==> src/rtl/block_stream_gen_pkg.sv <==
// Shared encodings for the block-nesting stream generators: commands, ASCII
// constants, FSM states and per-word letter counts.
package block_stream_gen_pkg;

    localparam logic [1:0] CMD_BEGIN  = 2'b00;
    localparam logic [1:0] CMD_END    = 2'b01;
    localparam logic [1:0] CMD_FILLER = 2'b10;
    localparam logic [1:0] CMD_NOP    = 2'b11;

    localparam logic [7:0] ASCII_SPACE    = 8'h20;
    localparam logic [7:0] ASCII_CASE_OFS = 8'h20;

    localparam logic [2:0] LEN_BEGIN  = 3'd5;
    localparam logic [2:0] LEN_END    = 3'd3;
    localparam logic [2:0] LEN_FILLER = 3'd1;

    typedef enum logic [1:0] {
        ST_IDLE = 2'd0,
        ST_WORD = 2'd1,
        ST_SEP  = 2'd2
    } state_t;

    // Letter count of a word, trailing space excluded.
    function automatic logic [2:0] word_len(input logic [1:0] c);
        case (c)
            CMD_BEGIN:  word_len = LEN_BEGIN;
            CMD_END:    word_len = LEN_END;
            default:    word_len = LEN_FILLER;
        endcase
    endfunction

endpackage

==> src/rtl/block_stream_gen_word_rom.sv <==
// Letter lookup: (command, letter index, case) -> ASCII byte; purely combinational.
// Out-of-range indices and NOP return a space.
module block_word_rom
    import block_stream_gen_pkg::*;
(
    input  logic [1:0] i_cmd,
    input  logic [2:0] i_idx,
    input  logic       i_upper,
    output logic [7:0] o_char
);

    logic [7:0] w_lower;

    always_comb begin
        w_lower = ASCII_SPACE;
        case (i_cmd)
            CMD_BEGIN: begin
                case (i_idx)
                    3'd0:    w_lower = "b";
                    3'd1:    w_lower = "e";
                    3'd2:    w_lower = "g";
                    3'd3:    w_lower = "i";
                    3'd4:    w_lower = "n";
                    default: w_lower = ASCII_SPACE;
                endcase
            end
            CMD_END: begin
                case (i_idx)
                    3'd0:    w_lower = "e";
                    3'd1:    w_lower = "n";
                    3'd2:    w_lower = "d";
                    default: w_lower = ASCII_SPACE;
                endcase
            end
            CMD_FILLER: begin
                if (i_idx == 3'd0) w_lower = "x";
            end
            default: w_lower = ASCII_SPACE;
        endcase
    end

    // Space has no case, so it bypasses the offset.
    assign o_char = (i_upper && (w_lower != ASCII_SPACE)) ? (w_lower - ASCII_CASE_OFS) : w_lower;

endmodule

==> src/rtl/block_stream_gen.sv <==
// Serialises BEGIN/END/FILLER commands into a space-separated ASCII stream and
// tracks nesting depth plus a sticky error, so the checker verdict is known here.
module block_stream_gen
    import block_stream_gen_pkg::*;
#(
    parameter int DEPTH_W = 8
) (
    input  logic               clk,
    input  logic               reset,
    input  logic               cmd_valid,
    input  logic [1:0]         cmd,
    input  logic               cmd_upper,
    output logic               cmd_ready,
    output logic               out_valid,
    output logic [7:0]         out_char,
    output logic [DEPTH_W-1:0] depth,
    output logic               err,
    output logic               balanced
);

    state_t             r_state;
    state_t             w_state_nxt;
    logic [1:0]         r_cmd;
    logic               r_upper;
    logic [2:0]         r_idx;
    logic [2:0]         w_idx_nxt;
    logic               r_out_valid;
    logic               w_out_valid_nxt;
    logic [7:0]         r_out_char;
    logic [7:0]         w_out_char_nxt;
    logic [DEPTH_W-1:0] r_depth;
    logic               r_err;

    logic               w_accept;
    logic               w_start;
    logic [1:0]         w_rom_cmd;
    logic [2:0]         w_rom_idx;
    logic               w_rom_upper;
    logic [7:0]         w_rom_char;

    assign cmd_ready = (r_state == ST_IDLE) || (r_state == ST_SEP);
    assign w_accept  = cmd_valid && cmd_ready;
    assign w_start   = w_accept && (cmd != CMD_NOP);

    // One ROM serves both the first letter of a new word and the next letter of the current one.
    assign w_rom_cmd   = w_accept ? cmd       : r_cmd;
    assign w_rom_idx   = w_accept ? 3'd0      : (r_idx + 3'd1);
    assign w_rom_upper = w_accept ? cmd_upper : r_upper;

    block_word_rom u_rom (
        .i_cmd   (w_rom_cmd),
        .i_idx   (w_rom_idx),
        .i_upper (w_rom_upper),
        .o_char  (w_rom_char)
    );

    always_comb begin
        w_state_nxt     = ST_IDLE;
        w_idx_nxt       = r_idx;
        w_out_valid_nxt = 1'b0;
        w_out_char_nxt  = ASCII_SPACE;
        if (w_start) begin
            w_state_nxt     = ST_WORD;
            w_idx_nxt       = 3'd0;
            w_out_valid_nxt = 1'b1;
            w_out_char_nxt  = w_rom_char;
        end else if (r_state == ST_WORD) begin
            w_out_valid_nxt = 1'b1;
            if (r_idx == (word_len(r_cmd) - 3'd1)) begin
                w_state_nxt    = ST_SEP;
                w_out_char_nxt = ASCII_SPACE;
            end else begin
                w_state_nxt    = ST_WORD;
                w_idx_nxt      = r_idx + 3'd1;
                w_out_char_nxt = w_rom_char;
            end
        end
    end

    always_ff @(posedge clk or posedge reset) begin
        if (reset) begin
            r_state     <= ST_IDLE;
            r_idx       <= 3'd0;
            r_cmd       <= CMD_NOP;
            r_upper     <= 1'b0;
            r_out_valid <= 1'b0;
            r_out_char  <= ASCII_SPACE;
        end else begin
            r_state     <= w_state_nxt;
            r_idx       <= w_idx_nxt;
            r_out_valid <= w_out_valid_nxt;
            r_out_char  <= w_out_char_nxt;
            if (w_accept) begin
                r_cmd   <= cmd;
                r_upper <= cmd_upper;
            end
        end
    end

    // Depth saturates at both ends; any attempt to cross a limit latches the error.
    always_ff @(posedge clk or posedge reset) begin
        if (reset) begin
            r_depth <= '0;
            r_err   <= 1'b0;
        end else if (w_accept) begin
            case (cmd)
                CMD_BEGIN: begin
                    if (&r_depth) r_err   <= 1'b1;
                    else          r_depth <= r_depth + 1'b1;
                end
                CMD_END: begin
                    if (r_depth == '0) r_err   <= 1'b1;
                    else               r_depth <= r_depth - 1'b1;
                end
                default: ;
            endcase
        end
    end

    assign out_valid = r_out_valid;
    assign out_char  = r_out_char;
    assign depth     = r_depth;
    assign err       = r_err;
    assign balanced  = (r_depth == '0) && !r_err;

endmodule
==> config.mk <==
export PLATFORM = sky130hd
export DESIGN_NAME = block_stream_gen
export DESIGN_NICKNAME = d
export VERILOG_FILES = /design/src/rtl/block_stream_gen_pkg.sv /design/src/rtl/block_stream_gen_word_rom.sv /design/src/rtl/block_stream_gen.sv
export SDC_FILE = /design/constraint.sdc
export NUM_CORES = 1
export LEC_CHECK = 0
export CAP_MARGIN = 25
export CORE_MARGIN = 3
export CORE_UTILIZATION = 52
export DETAILED_ROUTE_END_ITERATION = 10
export PLACE_DENSITY = 0.78
export SYNTH_ARGS = -nofsm -noshare
export SYNTH_HDL_FRONTEND = slang
export SYNTH_SLANG_ARGS = --single-unit
==> constraint.sdc <==
create_clock -name clk -period 2.15 [get_ports clk]
set_clock_uncertainty 0.2 [all_clocks]
set_input_delay 0.215 -clock clk [delete_from_list [all_inputs] [get_ports clk]]
set_output_delay 0.215 -clock clk [all_outputs]
set_load 0.01 [all_outputs]
; ---- Yosys cells after proc, flatten, opt, wreduce, memory -nomap -nowiden
; Cells that the tools add are included.
[totals]
mem_count = 0
out_inout_bits = 20
ramBits = 0
rom_bits = 0
inputBits = 6
latchBits = 0
word_cells = 77
register_bits = 26
[classes]
n_reduce_logical = 18
mux = 28
order_cmp = 0
n_shift = 0
div = 0
addsub = 5
n_eq_ne = 18
n_bitwise = 0
mul = 0
[ops]
columns = cell, n
row1 = $mux W8, 6
row2 = $pmux W7 S5, 1
row3 = $pmux W8 S3, 1
row4 = $pmux W7 S3, 1
row5 = $mux W3, 6
row6 = $pmux W8 S2, 1
row7 = $ne A2 B2 Y1 const B, 6
row8 = $add A8 B1 Y8 const B, 1
row9 = $eq A2 B1 Y1 const B, 4
row10 = $logic_not A2 Y1, 4
row11 = $logic_not A8 Y1, 1
row12 = $mux W2, 4
row13 = $ne A8 B6 Y1 const B, 1
row14 = $reduce_and A4 Y1, 2
row15 = $reduce_and A8 Y1, 1
row16 = $sub A8 B1 Y8 const B, 1
row17 = $sub A8 B6 Y8 const B, 1
row18 = $mux W7, 1
row19 = $eq A3 B2 Y1 const B, 2
row20 = $pmux W3 S2, 1
row21 = $mux W1, 5
row22 = $eq A2 B2 Y1 const B, 2
row23 = $logic_and A1 B1 Y1, 4
row24 = $reduce_bool A2 Y1, 2
row25 = other kinds (10), 10

; ---- Depth between registers and ports, before layout
; Gate-level depths: netlist (run 1).
[logic_depth]
word_depth = 13
mapped_depth = 9
mapped_depth_nobuf = 8

; ---- Hierarchy
; From an unflattened synthesis (run 1), not the netlist that was laid out.
[hier_totals]
cells_unflattened = 156
area_unflattened_um2 = 1451.4
[by_module_without_submodules]
columns = mod, instances, area_each_um2, cells_each, seq_area_each_um2
row1 = block_stream_gen, 1, 1246.2, 124, 654.4
row2 = block_word_rom, 1, 205.2, 32, 0.0

; ---- Worst setup path before layout (run 1)
; OpenSTA, ideal clock, no wires.
[synth_path]
kind = input to register
from = in cmd[0]
to = reg r_depth[7] (netlist: depth[7])
arrival_ns = 2.016
setup_slack_ns = -0.145
setup_time_ns = 0.079
t_required_ns = 1.871
cell_stages = 9
path_buffers = 1
cell_sequence = clkbuf_1 > nand2b_1 > inv_1 > ha_1 > a2111o_1 > a21oi_1 > nor3_1 > nor3b_1 > xor2_1
[synth_between]
elab_chain_cells = 3
word_cells_on_any_way = 7
classes_between = 3 x eq/ne / 1 x mux / 3 x reduce/logical
[synth_lines]
columns = element, line
row1 = "start, declared", block_stream_gen.sv:11  ; input logic [1:0] cmd,
row2 = $eq A2 B1 Y1 or $logic_not A2 Y1 (tied branches), block_stream_gen.sv:106  ; case (cmd)
row3 = $ne A2 B2 Y1 (no line) or $reduce_bool A2 Y1 (tied branches), -
row4 = $reduce_and A4 Y1 (no line), -
row5 = "end signal, assigned", block_stream_gen.sv:109  ; else r_depth <= r_depth + 1'b1;
row6 = "end signal, assigned", block_stream_gen.sv:113  ; else r_depth <= r_depth - 1'b1;
row7 = "end, declared", block_stream_gen.sv:31  ; logic [DEPTH_W-1:0] r_depth;
; Parallel ways exist; a longest one is shown, timed or not.
; A chain may end at the register's enable or synchronous reset.

; ---- Final worst setup path (run 1)
[layout_path]
from = reg r_cmd[0]
to = reg r_out_char[5] (netlist: out_char[5])
[layout_between]
elab_chain_cells = 9
word_cells_on_any_way = 19
classes_between = 2 x add/sub / 5 x eq/ne / 9 x mux / 3 x reduce/logical
[layout_lines]
columns = element, line
row1 = "start, declared", block_stream_gen.sv:23  ; logic [1:0] r_cmd;
row2 = "start signal, assigned", block_stream_gen.sv:94  ; r_cmd <= cmd;
row3 = branches (longest 8 deep; another with $sub A8 B6 Y8), -
row4 = $mux W8 (*), block_stream_gen.sv:62  ; if (w_start) begin
row5 = net w_out_char_nxt[5], block_stream_gen.sv:30  ; logic [7:0] w_out_char_nxt;
row6 = "end signal, assigned", block_stream_gen.sv:92  ; r_out_char <= w_out_char_nxt;
row7 = "end, declared", block_stream_gen.sv:29  ; logic [7:0] r_out_char;
; Mark *: on every way through the listed nets, which the timed path passes. The select of a mux whose other input is x is not followed.

==> results of run 1 <==
[sequential cells by signal (all words and copies together) (netlist names)]
signal,cells
err,1
out_valid,1
r_cmd,2
r_upper,1
out_char,7
depth,8
r_idx,3
r_state,2
[through the flow]
| step | TNS, ns | hold slack, ns |
|---|---|---|
| finish | 0 | 0.006806 |
| global route | -0.09361 | 0.04740 |
| CTS | 0 | 0.01530 |
| detailed placement | -1.526 | 0.3128 |
| global placement | -1.124 | 0.2925 |
| floorplan | 0 | 0.04010 |
[how the worst max path moves through the flow]
stage | endpoint | slack [ns] | cells past startpoint
finish | out_char[5] | 0.02 | 5
global route | depth[6] | -0.03 | 8
CTS | balanced | 0.01 | 3
detailed placement | depth[7] | -0.37 | 9
global placement | depth[7] | -0.26 | 9
floorplan | depth[7] | 0.06 | 9
[power by group]
| group | total [mW] | switching (mW) | internal (mW) |
|---|---|---|---|
| logic | 1.97 | 0.971 | 0.999 |
| registers | 0.865 | 0.167 | 0.699 |
| clock network | 0.223 | 0.153 | 0.0701 |
[Yosys cell counts (all sizes together) (2+ instances only)]
cell type / number / area [um^2]
nor2b: 2 / 12.51
dfrtp: 22 / 550.5
a21o: 2 / 15.01
o21a: 4 / 30.03
o31ai: 5 / 42.54
a211oi: 2 / 15.01
a211o: 2 / 17.52
nor2: 10 / 37.54
ha: 7 / 87.58
a21oi: 8 / 40.04
o32a: 2 / 20.02
o21ai: 9 / 45.04
xor2: 5 / 43.79
clkbuf: 3 / 11.26
or4: 2 / 15.01
nor3b: 2 / 15.01
nand2: 21 / 78.83
nand2b: 4 / 25.02
xnor2: 4 / 35.03
mux2i: 2 / 20.02
buf: 5 / 27.53
nand4b: 2 / 17.52
dfstp: 3 / 78.83
nand3: 2 / 10.01
nor3: 10 / 50.05
inv: 10 / 37.54
[layout make-up]
class / instances / area (um^2) / area share [%]
clock buffer: 3 / 22.52 / 1.078
clock inverter: 1 / 5.005 / 0.2395
inverter: 10 / 37.54 / 1.796
multi-input combinational: 124 / 878.3 / 42.04
sequential: 25 / 629.4 / 30.12
tap: 31 / 38.79 / 1.856
timing repair buffer: 56 / 478.0 / 22.87
[kinds of logic after synthesis]
kind of cell	count (synthesis)	share of synthesized area, %
DFF	25	40.89
muxes	3	2.033
other	1	0.2437
adders and majority gates	8	6.992
xor gates and xnor gates	9	5.122
buffers and inverters	18	4.960
and+or+nand+nor	59	19.27
AOI/OAI and AO/OA	44	20.49
[worst register-to-register path, delay by kind of cell, from the launching register on]
| family | cells | cell delay (ns) |
|---|---|---|
| AO/OA/AOI/OAI | 3 | 0.71 |
| flip-flops | 1 | 0.66 |
| AND/OR/NAND/NOR | 2 | 0.51 |
[repair_timing]
item,CTS,global route
pin swaps,0,5
gates resized for setup,6,9
buffers inserted,0,0
endpoints found under the setup margin,2,7
[metal layers]
layer | track usage, % | vias to the layer above
met2 | 38.43 | 52
met1 | 31.55 | 690
met3 | 2.979 | 7
met5 | 0 | -
li1 | - | 696
met4 | 8.861 | 0
==> metrics.cfg, run 1 <==
[outcome]
outcome=finished, final reports clean

[cts]
clk_pin_slew_ns=0.15
htreeDepth=1
postCtsHoldBufs=0
numCtsBuffers=3
cts_tree=built
clk_latency_ns=0.34
root_buffer=clkbuf_4
clockBufferDepth=2
cts.sinks=25

[synth]
synth.avg_cell_area_um2=9.215
ys_async_sr_fraction_pct=100.0
synth-main-ff-cell=dfrtp_1
synth_area_um2=1539
ys_types=45
synth_edf_count=0
syn_inst=167
syn_nets=181
synth_seq_cells=25
ys_warn_count=0
ys_seq_area_share_pct=40.89

[routing]
wl_met3_um=241
wirelength_um=3951
top_layer=met4
ant_nets=0
first_pass_iters=4
drt_iter0_drc=65
viasPerCell=5.780
via_count=1445
routedLengthMet1_um=1719
wl_per_cell_um=15.80
wl_met2_um=1918
drc_errors=0

[floorplan]
rows=19
die_area_um2=3648
io_pins=26
start_util_pct=55.33
core_area_um2=2781
die_x_um=60.40
die_y_um=60.40

[cells_and_area]
final_common_cell=buf_4
nFillCells=211
final_core_util_pct=75.12
design_area_um2=2090
antenna_cells=0
stdcell_count=250
layout-drive-gt1-share_pct=24.66
syn_to_final_growth_pct=35.77
nNetsFinal=234
final_cell_mix=buf_4 (32), dfrtp_1 (22), clkdlybuf4s50_1 (22), nand2_1 (21), nor2_1 (10)

[critical_path]
cp_slowest_stage_delay_ns=0.66
worstPathCellList=nor3b_1 -> o31ai_2 -> a311oi_2 -> or3_4 -> o32a_1
worstPathMaxFanout=9
endpoint_kind=flop
slowest_stage=dfstp_2
r2r_slack_ns=0.02
worst-path-buf-inv=0
cp_top_family=compound AO/OA/AOI/OAI gates
reg2reg_from=r_cmd[0]
path_class=flop to flop
critPathLaunch=r_cmd[0]
reg2reg_to=out_char[5]
reg2reg_depth=5
required_ns=2.22
critPathArrivalTime_ns=2.20
start_kind=flop

[timing]
period_needed_ns=2.133
period_share_pct=99.20
hold_viol=0
rsz0062_at_grt=true
worst_slack_ns=0.01713
final_max_slew_viol_count=0
setup_viol_count_final=0
max_freq_mhz=468.9

[flow_run]
cap_violations=0

[worst_hold_path]
hold_class=primary input to async pin

[global_routing]
grt_pass1_vias=1389
grt_antenna_before_repair=0
grtUsageTotal_pct=23.40
grt_pass1_wl_um=6375
overflow=0
grt_max_degree=26

[power_and_ir_drop]
finalPower_mw=3.058
powerDensity_nw_per_um2=1464
power.leakage_nw=1.008
peakVddDrop_mv=1.114

[placement]
gp_congestion=0.8981
dp_slack_ns=-0.3689
portBuffers=24
dp_hpwl_um=3042
postPlaceCellArea_um2=2027
place_inst=246

(Power assumes the default switching activity.)
==> run 2: changes to the inputs <==
--- a/config.mk
+++ b/config.mk
@@ -13,3 +13,4 @@
 export SYNTH_ARGS = -nofsm -noshare
 export SYNTH_HDL_FRONTEND = slang
 export SYNTH_SLANG_ARGS = --single-unit
+export TNS_END_PERCENT = 30
==> run 2 against run 1 <==
Compared with the run above: flip-flop and latch count did not move; global-route usage did not move; via count rose by 0.83%; critical path depth fell by 2; non-clock buffer count did not move; largest cell class unchanged.
==> metrics.cfg, run 2 (synthesis gave the netlist of run 1 again) <==
[placement]
gp_congestion=0.8981  ; unchanged
dp_slack_ns=-0.3689  ; unchanged
dp_hpwl_um=3042  ; unchanged
place_inst=246  ; unchanged
portBuffers=24  ; unchanged
postPlaceCellArea_um2=2027  ; unchanged

[timing]
whs_ns=0.006015  ; -0.0007911 ns
final_max_slew_viol_count=0  ; unchanged
period_needed_ns=2.138  ; +0.004864 ns
period_share_pct=99.43  ; +0.23 points
hold_viol=0  ; unchanged
setup_viol_count_final=0  ; unchanged
fin_setup_tns_ns=0  ; unchanged
rsz0062_at_grt=true
worst_slack_ns=0.01227  ; -0.004864 ns
max_freq_mhz=467.8  ; -0.23%

[cts]
htreeDepth=1  ; unchanged
numCtsBuffers=3  ; unchanged
clk_pin_slew_ns=0.15  ; about the same
clk_latency_ns=0.34  ; about the same
clockBufferDepth=2  ; unchanged
post_cts_buffers=0  ; unchanged
cts.sinks=25  ; unchanged
root_buffer=clkbuf_4
cts_tree=built
postCtsHoldBufs=0  ; unchanged

[routing]
first_pass_iters=4  ; unchanged
wirelength_um=3951  ; unchanged
wl_per_cell_um=15.80  ; unchanged
drc_errors=0  ; unchanged
drt_iter0_drc=64  ; -1.5%
ant_nets=0  ; unchanged
via_count=1457  ; +0.83%
viasPerCell=5.828  ; +0.83%

[flow_run]
cap_violations=0  ; unchanged

[global_routing]
overflow=0  ; unchanged
grt_pass1_wl_um=6375  ; unchanged
grtUsageTotal_pct=23.40  ; unchanged
grt_max_degree=26  ; unchanged
grt_antenna_before_repair=0  ; unchanged
grt_pass1_vias=1389  ; unchanged

[cells_and_area]
final_common_cell=buf_4
final_cell_mix=buf_4 (32), clkdlybuf4s50_1 (23), dfrtp_1 (22), nand2_1 (21), nor2_1 (10)
syn_to_final_growth_pct=35.77  ; unchanged
antenna_cells=0  ; unchanged
layout-drive-gt1-share_pct=24.20  ; -0.46 points
largest_reg_flops=8  ; unchanged
design_area_um2=2090  ; unchanged
nNetsFinal=234  ; unchanged
stdcell_count=250  ; unchanged
final_core_util_pct=75.12  ; unchanged

[floorplan]
io_pins=26  ; unchanged
die_y_um=60.40  ; unchanged
rows=19  ; unchanged
die_x_um=60.40  ; unchanged
die_area_um2=3648  ; unchanged
core_area_um2=2781  ; unchanged
start_util_pct=55.33  ; unchanged

[critical_path]
worst-path-buf-inv=1  ; +1
cp_slowest_stage_delay_ns=0.57  ; -0.09 ns
required_ns=1.74  ; -0.48 ns
path_class=flop to output pin
start_kind=flop
worstPathCellList=or4_1 -> nor3_2 -> clkdlybuf4s15_2
worstPathMaxFanout=3  ; -6
endpoint_kind=output pin
critPathArrivalTime_ns=1.72  ; -0.48 ns
cp_top_family=simple AND/OR/NAND/NOR gates
slowest_stage=or4_1

[power_and_ir_drop]
peakVddDrop_mv=1.111  ; -0.19%
power.leakage_nw=0.9957  ; -1.2%
finalPower_mw=3.048  ; -0.32%
powerDensity_nw_per_um2=1459  ; -0.32%

[outcome]
outcome=finished, final reports clean

[worst_hold_path]
hold_class=primary input to async pin

==> run 2: cell types whose count changed in the layout (fill, tap and decap cells not counted) <==
cell and change:
dlymetal6s2s_1 -1, or4_1 +1, clkdlybuf4s50_1 +1, buf_2 -1, or4_4 -1, o21ai_0 +1, clkdlybuf4s15_2 +1, o21ai_1 -1
==> run 2: area by class of cell <==
cell class              count  area [um^2]
clock buffers               3        22.52
clock inverters             1        5.005
fillers                   207        691.9
inverters                  10        37.54
multi-input cells         124        874.6
flip-flops and latches     25        629.4
well taps                  31        38.79
repair buffers             56        481.7
==> run 2: worst register-to-register path, cell delays in order (launching register included) <==
cell and delay [ns]:
dfstp_2 0.65, nor3b_1 0.08, o31ai_2 0.32, a311oi_2 0.18, or3_4 0.42, o32a_1 0.19
==> run 2: final timing paths <==
kind / end / depth (start not counted) / slack, ns / startpoint
worst min register to register: r_upper / 2 / 0.34 / r_upper
worst max register to register: out_char[5] / 5 / 0.03 / r_cmd[0]
worst min-delay path: out_char[6] / 3 / 0.006 / reset
worst max-delay path: balanced / 3 / 0.01 / depth[2]
max in group asynchronous: out_char[5] / 3 / 1.44 / reset
min in group clk: r_upper / 3 / 0.32 / cmd_upper
==> run 2: layer usage <==
layer | vias to the layer above | track usage, % | share of wire, %
met5 | - | 0 | 0
met4 | 0 | 8.861 | 2.0
met3 | 9 | 2.979 | 5.8
met2 | 51 | 38.43 | 48
met1 | 701 | 31.55 | 44
li1 | 696 | - | -
==> run 2: report_power, final <==
group,switching (mW),internal (mW)
registers,0.163,0.698
clock network,0.153,0.0701
logic,0.972,0.992
total,1.29,1.76
==> run 2: what timing repair did <==
action / CTS / global route
endpoints found under the setup margin: 2 / 7
endpoints found under the hold margin: 0 / 0
pin swaps: 0 / 3
resized for setup: 6 / 5
==> run 3: changes to the inputs <==
--- a/config.mk
+++ b/config.mk
@@ -5,11 +5,12 @@
 export SDC_FILE = /design/constraint.sdc
 export NUM_CORES = 1
 export LEC_CHECK = 0
+export ABC_AREA = 1
 export CAP_MARGIN = 25
 export CORE_MARGIN = 3
-export CORE_UTILIZATION = 52
+export CORE_UTILIZATION = 54
 export DETAILED_ROUTE_END_ITERATION = 10
-export PLACE_DENSITY = 0.78
+export PLACE_DENSITY = 0.8
 export SYNTH_ARGS = -nofsm -noshare
 export SYNTH_HDL_FRONTEND = slang
 export SYNTH_SLANG_ARGS = --single-unit
==> run 3 against run 2 <==
Compared with the run above: die area rose by 7.4%; global-route usage is 3.9 points lower; critical endpoint is now depth[7]; combinational power decreased by 5%; clock-buffer cell count is 1 higher; flip-flop and latch count unchanged; register-to-register slack better by 0.36 ns; highest routed layer unchanged; setup slack improved by 0.29 ns; non-clock buffer count decreased by 24; cell count rose by 30%; synthesized cell count rose by 51%; critical path depth increased by 9; clock power decreased by 5%.
==> metrics.cfg, run 3 <==
[routing]
via_count=1581  ; +8.5%
viasPerCell=4.850  ; -17%
drt_iter0_drc=47  ; -27%
drc_errors=0  ; unchanged
wl_per_cell_um=10.88  ; -31%
first_pass_iters=4  ; unchanged
ant_nets=0  ; unchanged
wirelength_um=3547  ; -10%

[cells_and_area]
seq_area_um2=633.1  ; +0.60%
layout-drive-gt1-share_pct=12.32  ; -12 points
nFillCells=259  ; +25%
syn_to_final_growth_pct=20.84
final_cell_mix=nand2_1 (94), inv_1 (34), nor2_1 (28), clkdlybuf4s50_1 (23)
final_common_cell=nand2_1
design_area_um2=2090  ; unchanged
multi_input_area_um2=930.9  ; +6.4%
largest_reg_flops=8  ; unchanged
antenna_cells=0  ; unchanged
nNetsFinal=299  ; +28%

[synth]
synth.most_common_cell=nand2_1
muxShareOfSynthArea_pct=0  ; -2.0 points
yosysTopAreaCellShare_pct=31.84  ; -3.9 points
synth-compound-area-share_pct=5.716  ; -15 points
synth.avg_cell_area_um2=6.862  ; -26%
synth_seq_cells=25  ; unchanged
synthSimpleGateAreaFrac_pct=40.16  ; +21 points
synth_area_um2=1729  ; +12%
syn_nets=266  ; +47%
synth-main-ff-cell=dfrtp_1
synth.area.top_cells=dfrtp_1 (32%), nand2_1 (20%), inv_1 (7.4%), nor2_1 (6.1%), nand3_1 (5.5%)
ys_warn_count=0  ; unchanged
ys_types=27  ; -40%
ys_seq_area_share_pct=36.40  ; -4.5 points
syn_inst=252  ; +51%
synth-xor-area-share_pct=1.520  ; -3.6 points
synth_top_family_by_area=simple AND/OR/NAND/NOR gates
ys_async_sr_fraction_pct=100.0  ; unchanged
synth_edf_count=0  ; unchanged
synthTopCellsByCount=nand2_1 (94), inv_1 (34), nor2_1 (28), dfrtp_1 (22), nand3_1 (19)
yosysTopAreaCell=dfrtp_1
synth_fa_ha_area_share_pct=6.223  ; -0.77 points

[cts]
cts.sinks=25  ; unchanged
clk_pin_slew_ns=0.13  ; -0.02 ns
numCtsBuffers=3  ; unchanged
cts_tree=built
postCtsHoldBufs=0  ; unchanged
clockBufferDepth=2  ; unchanged
clk_latency_ns=0.31  ; -0.03 ns
htreeDepth=1  ; unchanged
root_buffer=clkbuf_4

[power_and_ir_drop]
power.leakage_nw=1.136  ; +14%
peakVddDrop_mv=0.9947  ; -10%
powerDensity_nw_per_um2=1403  ; -3.8%
finalPower_mw=2.932  ; -3.8%

[timing]
worst_slack_ns=0.2997  ; +0.2874 ns
fin_setup_tns_ns=0  ; unchanged
setup_viol_count_final=0  ; unchanged
period_needed_ns=1.850  ; -0.2874 ns
hold_viol=0  ; unchanged
max_freq_mhz=540.5  ; +16%
whs_ns=0.03240  ; +0.02639 ns
final_max_slew_viol_count=0  ; unchanged
period_share_pct=86.06  ; -13 points
rsz0062_at_grt=false

[floorplan]
die_y_um=62.59  ; +3.6%
rows=19  ; unchanged
die_area_um2=3917  ; +7.4%
start_util_pct=59.62  ; +4.3 points
io_pins=26  ; unchanged
core_area_um2=2900  ; +4.3%
die_x_um=62.59  ; +3.6%

[placement]
postPlaceCellArea_um2=2049  ; +1.1%
dp_slack_ns=-0.04377  ; +0.3251 ns
portBuffers=24  ; unchanged
gp_congestion=0.8894  ; -0.97%
dp_hpwl_um=2790  ; -8.3%

[critical_path]
path_class=primary input to flop
reg2reg_from=depth[1]
worstPathMaxFanout=8  ; +5
endpoint_kind=flop
critPathLaunch=cmd[1]
required_ns=2.17  ; +0.43 ns
start_kind=primary input
critPathArrivalTime_ns=1.87  ; +0.15 ns

[global_routing]
grt_max_degree=26  ; unchanged
grt_pass1_vias=1475  ; +6.2%
grt_antenna_before_repair=0  ; unchanged
overflow=0  ; unchanged
grt_pass1_wl_um=6313  ; -0.97%
grtUsageTotal_pct=19.49  ; -3.9 points

[outcome]
outcome=finished, final reports clean

[flow_run]
cap_violations=0  ; unchanged

[worst_hold_path]
hold_class=primary input to async pin

-- run 3: cell count changes after synthesis, moves of 6 or more --
cell / change
inv_1: +24
nand2_1: +73
nand2_2: +6
nand3_1: +17
nor2_1: +18
nor3_1: -9
-- run 3: kinds of logic after synthesis --
kind of cell / Yosys count
compound gates: 17
xor+xnor: 3
simple gates: 159
buf+inv: 39
other cells: 1
fa+ha+maj: 8
flops: 25
-- run 3: path summary, 6_finish.rpt --
check	to	slack (ns)	depth (start not counted)
max	depth[7]	0.30	12
min	err	0.03	3
max reg2reg	depth[6]	0.39	9
min reg2reg	err	0.32	1
max in group asynchronous	r_cmd[1]	1.43	3
min in group clk	err	0.32	1
-- run 3: layout make-up --
cell class | count | area share [%]
clock buffers | 4 | 1.257
inverters | 35 | 6.287
multi-input cells | 188 | 44.55
flip-flops and latches | 25 | 30.30
well taps | 42 | 2.515
repair buffers | 32 | 15.09
-- run 3: critical path: stages --
cell	delay, ns
clkdlybuf4s50_1	0.50
nor2_1	0.06
buf_4	0.16
ha_1	0.33
nand2_1	0.10
inv_1	0.04
a21oi_1	0.19
nand2_1	0.08
nand2_1	0.05
nand2_1	0.05
nand2_1	0.05
nand2_1	0.04
-- run 3: report_power, final --
group / total [mW] / switching (mW) / internal (mW)
registers: 0.863 / 0.178 / 0.685
logic: 1.86 / 1.05 / 0.806
clock network: 0.212 / 0.140 / 0.0725
-- run 3: per-stage QoR --
step	utilization, %	cells
after floorplan	-	252
after global placement	70.66	321
after detailed placement	70.66	321
after CTS	71.57	325
after global routing	72.04	326
final	72.04	326
-- run 3: layer usage --
layer / GRT usage [%] / vias to the layer above / wire length [um]
li1: - / 836 / -
met1: 28.34 / 706 / 1848
met2: 30.76 / 35 / 1520
met3: 2.878 / 4 / 146
met4: 4.132 / 0 / 32
met5: 0 / - / 0
-- run 3: what timing repair did --
| action | CTS | global route |
|---|---|---|
| gates resized for setup | 0 | 4 |
| setup endpoints to repair | 0 | 1 |
| setup buffers | 0 | 1 |
